### src/rtl/edge_chunk_sched.sv
// edge_chunk_sched: walks the edge table and issues per-edge feature chunks
// of at most LANES SIMD cores, each with its feature range and core mask.
module edge_chunk_sched #(
    parameter int EADDR_W = 5,
    parameter int NODE_W  = 12,
    parameter int FEAT_W  = 12,
    parameter int LANES   = 64
) (
    input  logic                  clk,
    input  logic                  rst,
    input  logic                  start,
    input  logic [EADDR_W:0]      num_edges,
    input  logic [FEAT_W-1:0]     feat_dim,
    output logic                  edge_rd_en,
    output logic [EADDR_W-1:0]    edge_addr,
    input  logic [2*NODE_W-1:0]   edge_rdata,
    output logic                  issue_valid,
    input  logic                  issue_ready,
    output logic [NODE_W-1:0]     issue_src,
    output logic [NODE_W-1:0]     issue_dst,
    output logic [FEAT_W-1:0]     issue_feat_start,
    output logic [FEAT_W-1:0]     issue_feat_stop,
    output logic [LANES-1:0]      issue_lane_mask,
    output logic                  issue_last,
    output logic                  busy,
    output logic                  done
);
    typedef enum logic [2:0] {IDLE, FETCH, LATCH, ISSUE, DONE} state_t;
    localparam logic [FEAT_W:0] LANES_C = (FEAT_W+1)'(LANES);
    state_t               r_state, w_next;
    logic [EADDR_W:0]     r_num, r_idx;
    logic [FEAT_W-1:0]    r_feat, w_stop;
    logic [FEAT_W:0]      r_cur, w_rem, w_cnt, w_cur_nx;
    logic [NODE_W-1:0]    r_src, r_dst;
    logic                 w_iss, w_acc, w_chunk_end, w_more;
    assign w_iss       = r_state == ISSUE;
    assign w_acc       = w_iss && issue_ready;
    assign w_rem       = {1'b0, r_feat} - r_cur;
    assign w_cnt       = w_rem > LANES_C ? LANES_C : w_rem;
    assign w_cur_nx    = r_cur + w_cnt;
    assign w_stop      = w_cur_nx[FEAT_W-1:0] - 1'b1;
    assign w_chunk_end = w_cur_nx >= {1'b0, r_feat};
    // edge index is one bit wider than the address so a full table ends without wrapping
    assign w_more      = r_idx + 1'b1 < r_num;
    always_ff @(posedge clk or negedge rst) begin
        if (!rst) r_state <= IDLE;
        else      r_state <= w_next;
    end
    always_comb begin
        w_next = r_state;
        case (r_state)
            IDLE:    if (start) w_next = (num_edges == '0 || feat_dim == '0) ? DONE : FETCH;
            FETCH:   w_next = LATCH;
            LATCH:   w_next = ISSUE;
            ISSUE:   if (w_acc && w_chunk_end) w_next = w_more ? FETCH : DONE;
            DONE:    w_next = IDLE;
            default: w_next = IDLE;
        endcase
    end
    always_ff @(posedge clk or negedge rst) begin
        if (!rst) begin
            r_num  <= '0;
            r_feat <= '0;
            r_idx  <= '0;
            r_cur  <= '0;
            r_src  <= '0;
            r_dst  <= '0;
        end else begin
            if (r_state == IDLE && start) begin
                r_num  <= num_edges;
                r_feat <= feat_dim;
                r_idx  <= '0;
                r_cur  <= '0;
            end
            if (r_state == LATCH) begin
                r_src <= edge_rdata[NODE_W-1:0];
                r_dst <= edge_rdata[2*NODE_W-1:NODE_W];
            end
            if (w_acc) begin
                r_cur <= w_chunk_end ? '0 : w_cur_nx;
                if (w_chunk_end) r_idx <= r_idx + 1'b1;
            end
        end
    end
    assign busy             = r_state != IDLE;
    assign done             = r_state == DONE;
    assign edge_rd_en       = r_state == FETCH;
    assign edge_addr        = edge_rd_en ? r_idx[EADDR_W-1:0] : '0;
    assign issue_valid      = w_iss;
    assign issue_src        = w_iss ? r_src : '0;
    assign issue_dst        = w_iss ? r_dst : '0;
    assign issue_feat_start = w_iss ? r_cur[FEAT_W-1:0] : '0;
    assign issue_feat_stop  = w_iss ? w_stop : '0;
    assign issue_lane_mask  = w_iss ? ~({LANES{1'b1}} << w_cnt) : '0;
    assign issue_last       = w_iss && w_rem <= LANES_C && r_idx == r_num - 1'b1;
endmodule

### config.mk
export PLATFORM = sky130hd
export DESIGN_NAME = edge_chunk_sched
export DESIGN_NICKNAME = d
export VERILOG_FILES = /design/src/rtl/edge_chunk_sched.sv
export SDC_FILE = /design/constraint.sdc
export NUM_CORES = 1
export LEC_CHECK = 0
export CORE_UTILIZATION = 44
export DETAILED_ROUTE_END_ITERATION = 8
export PLACE_DENSITY = 0.79
export SETUP_SLACK_MARGIN = 0.2
export SYNTH_ARGS = -nofsm -noshare
export SYNTH_HDL_FRONTEND = slang
export SYNTH_SLANG_ARGS = --single-unit
export TNS_END_PERCENT = 1
### constraint.sdc
create_clock -name clk -period 6.03 [get_ports clk]
set_clock_uncertainty 0.15 [all_clocks]
set_input_delay 0.9045 -clock clk [delete_from_list [all_inputs] [get_ports clk]]
set_output_delay 0.9045 -clock clk [all_outputs]
set_load 0.005 [all_outputs]
### After elaboration in Yosys (flattened, before gate mapping)

Index checks and enable logic that the tools add are counted.

| cells by class | value |
|---|---|
| magnitude comparators | 4 |
| reduce and logical (&&, ||, !) cells | 12 |
| add/subtract/negate cells | 5 |
| bitwise gates (word level) | 1 |
| mux-type cells | 18 |
| shift-type cells | 1 |
| equality and inequality tests | 7 |

Operators by type and width:

| cell | number |
|---|---|
| 64-bit two-way mux | 1 |
| 64-bit NOT | 1 |
| 64-bit by 13-bit left shift with 64-bit output, first input constant | 1 |
| 13-bit two-way mux | 4 |
| 12-bit two-way mux | 4 |
| 6-bit two-way mux | 3 |
| 13-bit adder | 1 |
| 13-bit by 12-bit greater-or-equal comparator with 1-bit output | 1 |
| 13-bit by 7-bit > comparator with 1-bit output, second input constant | 1 |
| 13-bit by 7-bit <= comparator with 1-bit output, second input constant | 1 |
| 12-bit by 13-bit subtractor with 13-bit output | 1 |
| 12-bit logical NOT | 1 |
| 3-bit two-way mux | 4 |
| 3-bit one-hot mux with 4 select lines | 1 |
| 12-bit by 1-bit subtractor with 12-bit output, second input constant | 1 |
| 6-bit by 1-bit adder with 6-bit output, second input constant | 1 |
| 3-bit by 2-bit == test with 1-bit output, second input constant | 2 |
| 6-bit == test | 1 |
| 6-bit logical NOT | 1 |
| 6-bit < comparator | 1 |
| 6-bit by 1-bit subtractor with 6-bit output, second input constant | 1 |
| 1-bit logical AND | 5 |
| 5-bit two-way mux | 1 |
| 3-bit by 1-bit == test with 1-bit output, second input constant | 1 |
| 8 further kinds | 8 |

| word-level totals | value |
|---|---|
| register bits | 64 |
| input bits | 46 |
| output and inout port bits | 122 |
| logic and storage cells | 55 |

### Longest topological paths before layout

Gate-level depths: netlist of run 1.

| depth | value |
|---|---|
| depth after elaboration | 8 |
| gate-level depth with buffers | 28 |

### Worst setup path after synthesis of run 1

No wires, ideal clock.

| timing path | value |
|---|---|
| path type | flip-flop to output port |
| from | register r_feat[0] |
| to | output port issue_feat_stop[11] |
| data required time | 4.975 ns |
| arrival | 5.100 ns |
| setup slack | -0.125 ns |
| stages on the path, launching flop included | 25 |
| cell sequence | dfrtp_1 inv_1 ha_1 fa_1 nand2b_1 a21oi_1 o31ai_1 mux2i_1 nand4_1 or3_1 buf_6 nor2_1 inv_1 fa_1 nor2b_1 o21a_1 o21ai_1 a21o_1 nand2_1 a21oi_1 o211ai_1 a2111oi_1 or3_1 or4_1 mux2i_1 |

| on the way | value |
|---|---|
| cells in the longest elaborated chain, start to end | 6 |

RTL lines:

| what | line | RTL |
|---|---|---|
| start: declaration | 32 | `logic [FEAT_W-1:0] r_feat, w_stop;` |
| start signal: assignment | 71 | `r_feat <= feat_dim;` |
| 12-bit by 13-bit subtractor with 13-bit output * | 38 | `assign w_rem = {1'b0, r_feat} - r_cur;` |
| 13-bit by 7-bit > comparator with 1-bit output | 39 | `assign w_cnt = w_rem > LANES_C ? LANES_C : w_rem;` |
| 13-bit two-way mux * | 39 |  |
| 13-bit adder * | 40 | `assign w_cur_nx = r_cur + w_cnt;` |
| 12-bit by 1-bit subtractor with 12-bit output * | 41 | `assign w_stop = w_cur_nx[FEAT_W-1:0] - 1'b1;` |
| 12-bit two-way mux * | 93 | `assign issue_feat_stop = w_iss ? w_stop : '0;` |
| end: declaration | 22 | `output logic [FEAT_W-1:0] issue_feat_stop,` |

Every way passes the cells marked *; elsewhere a longest branch is shown, timed or not.

### Final worst setup path of run 1

| timing path | value |
|---|---|
| from | register r_feat[0] |
| to | output port issue_feat_stop[10] |

Same word-level chain as after synthesis.

==> impl_metrics.ini, run 1 <==
[pwr]
ir_worst_vdd_mv = 0.359
fin_total_pwr_mw = 6.28
p_leak_nw = 4.10
p_per_area_mw_per_mm2 = 682

[global_route]
gr-usage-all-layers_pct = 28.2
antenna_found_initial = 0
gr-total-overflow = 0
grt_max_degree = 65
grt_pass1_wl_um = 29600
grt_pass1_vias = 5953

[job]
cap_violations = 0

[worst_setup_path]
cp-start-kind = register
crit_path_start = r_feat[0]
slowest_delay_ns = 0.43
crit_required_ns = 4.98
cpMostUsedCell = buf_6
crit_fanout = 4
regToRegSetupSlack_ns = 0.06
cp.arrival_ns = 5.28
crit_path_end_kind = output pin
rr_startpoint = r_feat[0]
r2r_end = r_idx[3]
crit_type = reg -> out
reg2reg_depth = 27
cp_slowest_cell = or3_4
crit_path_end = issue_feat_stop[10]

[cells_and_area]
nets = 1085
diodes = 0
syn2layout_area_growth_pct = 59.8
regArea_mm2 = 0.00160
final_layout_size_suffix_gt1_share_pct = 24.2
num-fill-cells = 950
multi_input_area_mm2 = 0.00424

[outcome]
violations = negative setup slack
status = finished with violations

[logic_synthesis]
synth.top_cells.by_area = dfrtp_1, ha_1, mux2_2
synth_cells = 715
yosysWarnings = 0
synth.distinct_cells = 78
synthSimpleGateAreaFrac_pct = 24.4
avgSynthCellArea_um2 = 8.07
syn_area_mm2 = 0.00577
yosysSeqAreaShare_pct = 27.8
synth-edff-count = 0
async_reset_ff_share_pct = 100
synth_most_common_cell = nand2_1
synth_compound_area_share_pct = 20.2
synth-seq-cells = 64
synth.area.mux_share_pct = 7.07
ys.flop_type = dfrtp_1
synth_top_family_by_area = simple AND/OR/NAND/NOR gates
synth-adder-area-share_pct = 10.0
synth_common_cells = nand2_1, dfrtp_1, nor2_1, o21ai_0, inv_1
synth.top_cell.area_share_pct = 27.8
synth-xor-area-share_pct = 5.01
yosys.area.top_type = dfrtp_1

[drt]
drt-initial-drc-count = 595
viasPerCell = 5.56
met2_length_um = 9330
firstDrtPassIters = 5
finalWirelength_um = 19600
vias = 6505
drt-met1-wl_um = 8420
ant_nets = 0
detail_route.wl_per_cell_um = 16.8
highest_layer = met4
dr_wl_met3_um = 1390
drc = 0

[placed_design]
pre_cts_ws_ns = -0.287
dp_hpwl_um = 14300
gp_congestion = 0.971
portBuffers = 167

[sta]
layout_min_cycle_time_ns = 6.34
fin_crit_sh_pct = 105
hold_ws_ns = 0.343
setup_slack_ns = -0.309
setup_viol = 6
finalHoldViolCount = 0
max_slew_margin_pct = 28.2
timing.fmax_ghz = 0.158
rsz0062_at_grt = true
final-max-slew-violation-count = 0
tightest_slew_ns = 1.07

[floorplan]
rows = 41
start_util_pct = 45.3
core_region_area_mm2 = 0.0127
ioPinCount = 168
die_w_um = 116
die-area_mm2 = 0.0136
fp.dieH_um = 116

[clock_network]
clock-root-buffer = clkbuf_16
clk_pin_slew_ns = 0.05
postCtsHoldBufs = 0
clock-sinks = 64
cts-buffers-inserted = 9
cts_tree = built
clk_latency_ns = 0.34
htree_num_levels = 3
cts.path.max_buffers = 2

[hold_path]
min-delay-path-class = reg -> reg
worstHoldStart = r_dst[6]
-- power by group --
part | switching (mW) | internal (mW) | total, mW
logic | 2.28 | 2.65 | 4.94
registers | 0.159 | 0.622 | 0.781
clock network | 0.202 | 0.366 | 0.568
-- final cells by class --
class | instances | area share (%)
clock buffers | 9 | 2.44
clock inverters | 7 | 1.11
inverters | 50 | 2.04
multi-input cells | 575 | 46.0
flip-flops and latches | 64 | 17.4
well taps | 172 | 2.33
repair buffers | 294 | 28.7
-- sequential cells by signal (all words and copies together) (netlist names) --
register	count
r_cur	13
r_dst	12
r_feat	12
r_idx	6
r_num	6
r_src	12
r_state	3
-- worst max-delay path: cells and delay by family (launching register included) --
family	cells	cell delay [ns]
AOI/OAI and AO/OA	5	0.90
xor gates and xnor gates	1	0.18
adders and majority gates	3	0.90
buffers and inverters	9	0.99
DFF	1	0.36
muxes	1	0.15
and+or+nand+nor	9	1.44
-- what timing repair did --
item / in CTS / in global routing
buffers inserted: 13 / 8
endpoints found under the setup margin: 30 / 30
gates resized for setup: 61 / 33
pin swaps: 34 / 31
-- cell families after synthesis --
logic type,after synthesis
and+or+nand+nor,276
xor gates and xnor gates,33
AOI/OAI and AO/OA,180
buffers and inverters,80
muxes,36
other,1
DFF,64
adders and majority gates,45
-- how the worst min path moves through the flow --
| stage | endpoint | cells after the start | slack, ns |
|---|---|---|---|
| 2_1_floorplan | r_dst[0] | 1 | 0.32 |
| 3_3_place_gp | r_dst[3] | 1 | 0.33 |
| 3_5_place_dp | r_src[11] | 1 | 0.34 |
| 5_1_grt | r_src[11] | 1 | 0.36 |
| 4_1_cts | r_dst[6] | 1 | 0.35 |
| 6_report | r_dst[6] | 1 | 0.34 |
-- cell usage in the layout, fill, tap and decap left out, types with 11 or more instances in the layout --
master	count
inv_1	45
and2_1	41
nand2_1	73
clkdlybuf4s50_1	159
mux2_2	27
buf_6	11
dfrtp_1	63
xor2_1	12
a21oi_1	28
nor2_1	56
buf_4	115
o21ai_0	55
xnor2_1	20
ha_1	35
a22o_1	12
nand3_1	17
-- routing by layer --
layer | global-route usage [%] | vias up
met1 | 38.0 | 3080
li1 | - | 3074
met3 | 4.51 | 47
met2 | 45.5 | 304
met4 | 10.5 | 0
met5 | 0 | -
-- metrics by stage --
stage | TNS (ns) | std cells | area [um2] | utilization, %
6_report | -1.58 | 1171 | 9220 | 72.5
5_1_grt | -5.23 | 1171 | 9220 | 72.5
4_1_cts | -1.09 | 1163 | 9010 | 70.8
3_5_place_dp | -1.25 | 1134 | 8410 | 66.1
3_3_place_gp | -0.681 | 1134 | 8410 | 66.1
2_1_floorplan | 0 | 719 | 5840 | -
No activity file was read; power rests on OpenSTA's default activity.
==> run 2, diff against run 1 <==
--- a/config.mk
+++ b/config.mk
@@ -5,9 +5,9 @@
 export SDC_FILE = /design/constraint.sdc
 export NUM_CORES = 1
 export LEC_CHECK = 0
-export CORE_UTILIZATION = 44
+export CORE_UTILIZATION = 53
 export DETAILED_ROUTE_END_ITERATION = 8
-export PLACE_DENSITY = 0.79
+export PLACE_DENSITY = 0.89
 export SETUP_SLACK_MARGIN = 0.2
 export SYNTH_ARGS = -nofsm -noshare
 export SYNTH_HDL_FRONTEND = slang
==> constraint.sdc (replaced) <==
create_clock -name clk -period 7.85 [get_ports clk]
set_clock_uncertainty 0.15 [all_clocks]
set_input_delay 1.1775 -clock clk [delete_from_list [all_inputs] [get_ports clk]]
set_output_delay 1.1775 -clock clk [all_outputs]
set_load 0.005 [all_outputs]
==> impl_metrics.ini, run 2 (synthesis gave the netlist of run 1 again) <==
[outcome]
status = completed

[drt]
vias = 6262
finalWirelength_um = 19200
ant_nets = 0
drc = 0
detail_route.wl_per_cell_um = 18.6
viasPerCell = 6.06
firstDrtPassIters = 5
drt-initial-drc-count = 453

[global_route]
antenna_found_initial = 0
gr-usage-all-layers_pct = 33.7
grt_pass1_vias = 6051
gr-total-overflow = 0
grt_max_degree = 65
grt_pass1_wl_um = 29900

[clock_network]
postCtsHoldBufs = 0
clock-sinks = 64
cts-buffers-inserted = 9
htree_num_levels = 3
clk_latency_ns = 0.36
cts.path.max_buffers = 2
clk_pin_slew_ns = 0.07
cts_tree = built
clock-root-buffer = clkbuf_8

[cells_and_area]
mostFrequentLayoutCells = clkdlybuf4s50_1, nand2_1, dfrtp_1
top_register = r_cur
diodes = 0
final_layout_size_suffix_gt1_share_pct = 11.8
nets = 983
largest_reg_flops = 13
stdcell_area_mm2 = 0.00803
final_common_cell = clkdlybuf4s50_1
syn2layout_area_growth_pct = 39.3

[pwr]
p_sw_share_pct = 44.9
power_frac_comb_pct = 77.4
p_leak_nw = 3.49
fin_total_pwr_mw = 4.16
ir_worst_vdd_mv = 0.290
p_seq_share_pct = 14.6
pwr-share-clk_pct = 7.9
p_int_mw = 2.29
p_switching_mw = 1.87
p_per_area_mw_per_mm2 = 518

[worst_setup_path]
crit_chain = ha_2 > fa_2 > buf_6 > nand2_2 > nor3b_2 > mux2i_2 > nor2_2 > a21oi_2 > or3_4 > nor2_2 > inv_1 > fa_2 > nor2b_4 > o21a_1 > nor2_1 > xnor2_1 > nor4b_1 > nand3b_1 > a32oi_2 > nand2b_1 > buf_4 > or3_1 > a21oi_1 > clkdlybuf4s50_1
crit_required_ns = 6.52
cp.arrival_ns = 6.03
crit_type = reg -> out
regToRegSetupSlack_ns = 1.00
cp_slowest_cell = fa_2
crit_path_end_kind = output pin
cp-start-kind = register
crit_fanout = 11
slowest_delay_ns = 0.59

[floorplan]
core_region_area_mm2 = 0.0104
die_w_um = 106
start_util_pct = 55.4
rows = 37
fp.dieH_um = 106
die-area_mm2 = 0.0113
ioPinCount = 168

[placed_design]
portBuffers = 167
dp_hpwl_um = 14500
gp_congestion = 0.914
pre_cts_ws_ns = 0.254
placed_area_mm2 = 0.00760

[sta]
rsz0062_at_grt = false
fin_crit_sh_pct = 93.8
final-max-slew-violation-count = 0
setup_viol = 0
layout_min_cycle_time_ns = 7.36
tightest_slew_ns = 0.954
finalSetupTns_ns = 0
max_slew_margin_pct = 36.2
setup_slack_ns = 0.488
finalHoldViolCount = 0
timing.fmax_ghz = 0.136

[job]
cap_violations = 0

[hold_path]
min-delay-path-class = reg -> reg
## run 2: changes by cell type in the layout (fill, tap and decap cells not counted), sizes merged
cell,before,now
buf,134,26
clkdlybuf4s50,159,165
clkinv,4,3
dlygate4sd2,1,0
dlymetal6s2s,0,1
inv,50,51
## run 2: routing by layer
metal | vias up | GRT usage, % | part of all wire (%)
met5 | - | 0 | 0
met4 | 0 | 16.9 | 4.1
met3 | 69 | 6.07 | 8.0
met2 | 330 | 57.1 | 49
met1 | 2983 | 41.0 | 39
li1 | 2880 | - | -
## run 2: area by class of cell
class                      count  area [um2]
inverter                      50         190
timing repair buffer         192        1860
fill                         746        2380
clock inverter                 7         103
tap                          136         170
multi-input combinational    575        3980
sequential                    64        1600
clock buffer                   9         124
## run 2: power by group through the flow
stage	Clock, mW	Sequential, mW	Combinational [mW]
6_report	0.330	0.609	3.22
5_1_grt	0.344	0.622	3.47
4_1_cts	0.331	0.602	3.12
3_5_place_dp	0	0.608	3.06
3_3_place_gp	0	0.593	2.98
2_1_floorplan	0	0.549	1.71
## run 2: what timing repair did
item / in CTS / in global routing
resized for setup: 5 / 25
setup endpoints to repair: 4 / 5
pin swaps: 2 / 7
hold endpoints to repair: 0 / 0
buffers inserted: 6 / 6
## run 2: per-stage QoR
step                utilization, %  cells  hold WS (ns)
floorplan                        -    719         0.322
CTS                           75.8   1027         0.359
detailed placement            72.9   1005         0.338
finish                        77.1   1033         0.352
global placement              72.9   1005         0.330
global route                  77.1   1033         0.376
## run 2: final timing paths
kind | cells past startpoint | start | to
hold reg to reg | 1 | r_dst[11] | r_dst[11]
min in group asynchronous | 2 | rst | r_feat[11]
hold / removal | 1 | r_dst[11] | r_dst[11]
max in group asynchronous | 2 | rst | r_cur[0]
setup reg to reg | 27 | r_cur[0] | r_idx[5]
setup / recovery | 24 | r_cur[0] | issue_feat_stop[7]
## run 2: worst max-delay path, delay by kind of cell, from the launching register on
| kind | cells | cell delay, ns |
|---|---|---|
| AND/OR/NAND/NOR | 11 | 2.12 |
| AO/OA/AOI/OAI | 4 | 0.70 |
| flip-flops | 1 | 0.46 |
| XOR/XNOR | 1 | 0.20 |
| buffers and inverters | 4 | 0.90 |
| adder cells (fa/ha/maj) | 3 | 1.19 |
| multiplexers | 1 | 0.12 |
==> run 3, diff against run 2 <==
--- a/config.mk
+++ b/config.mk
@@ -5,6 +5,7 @@
 export SDC_FILE = /design/constraint.sdc
 export NUM_CORES = 1
 export LEC_CHECK = 0
+export CAP_MARGIN = 10
 export CORE_UTILIZATION = 53
 export DETAILED_ROUTE_END_ITERATION = 8
 export PLACE_DENSITY = 0.89
==> results of run 3 <==
Same layout as run 2: the final DEF is identical, and so are final timing and power.
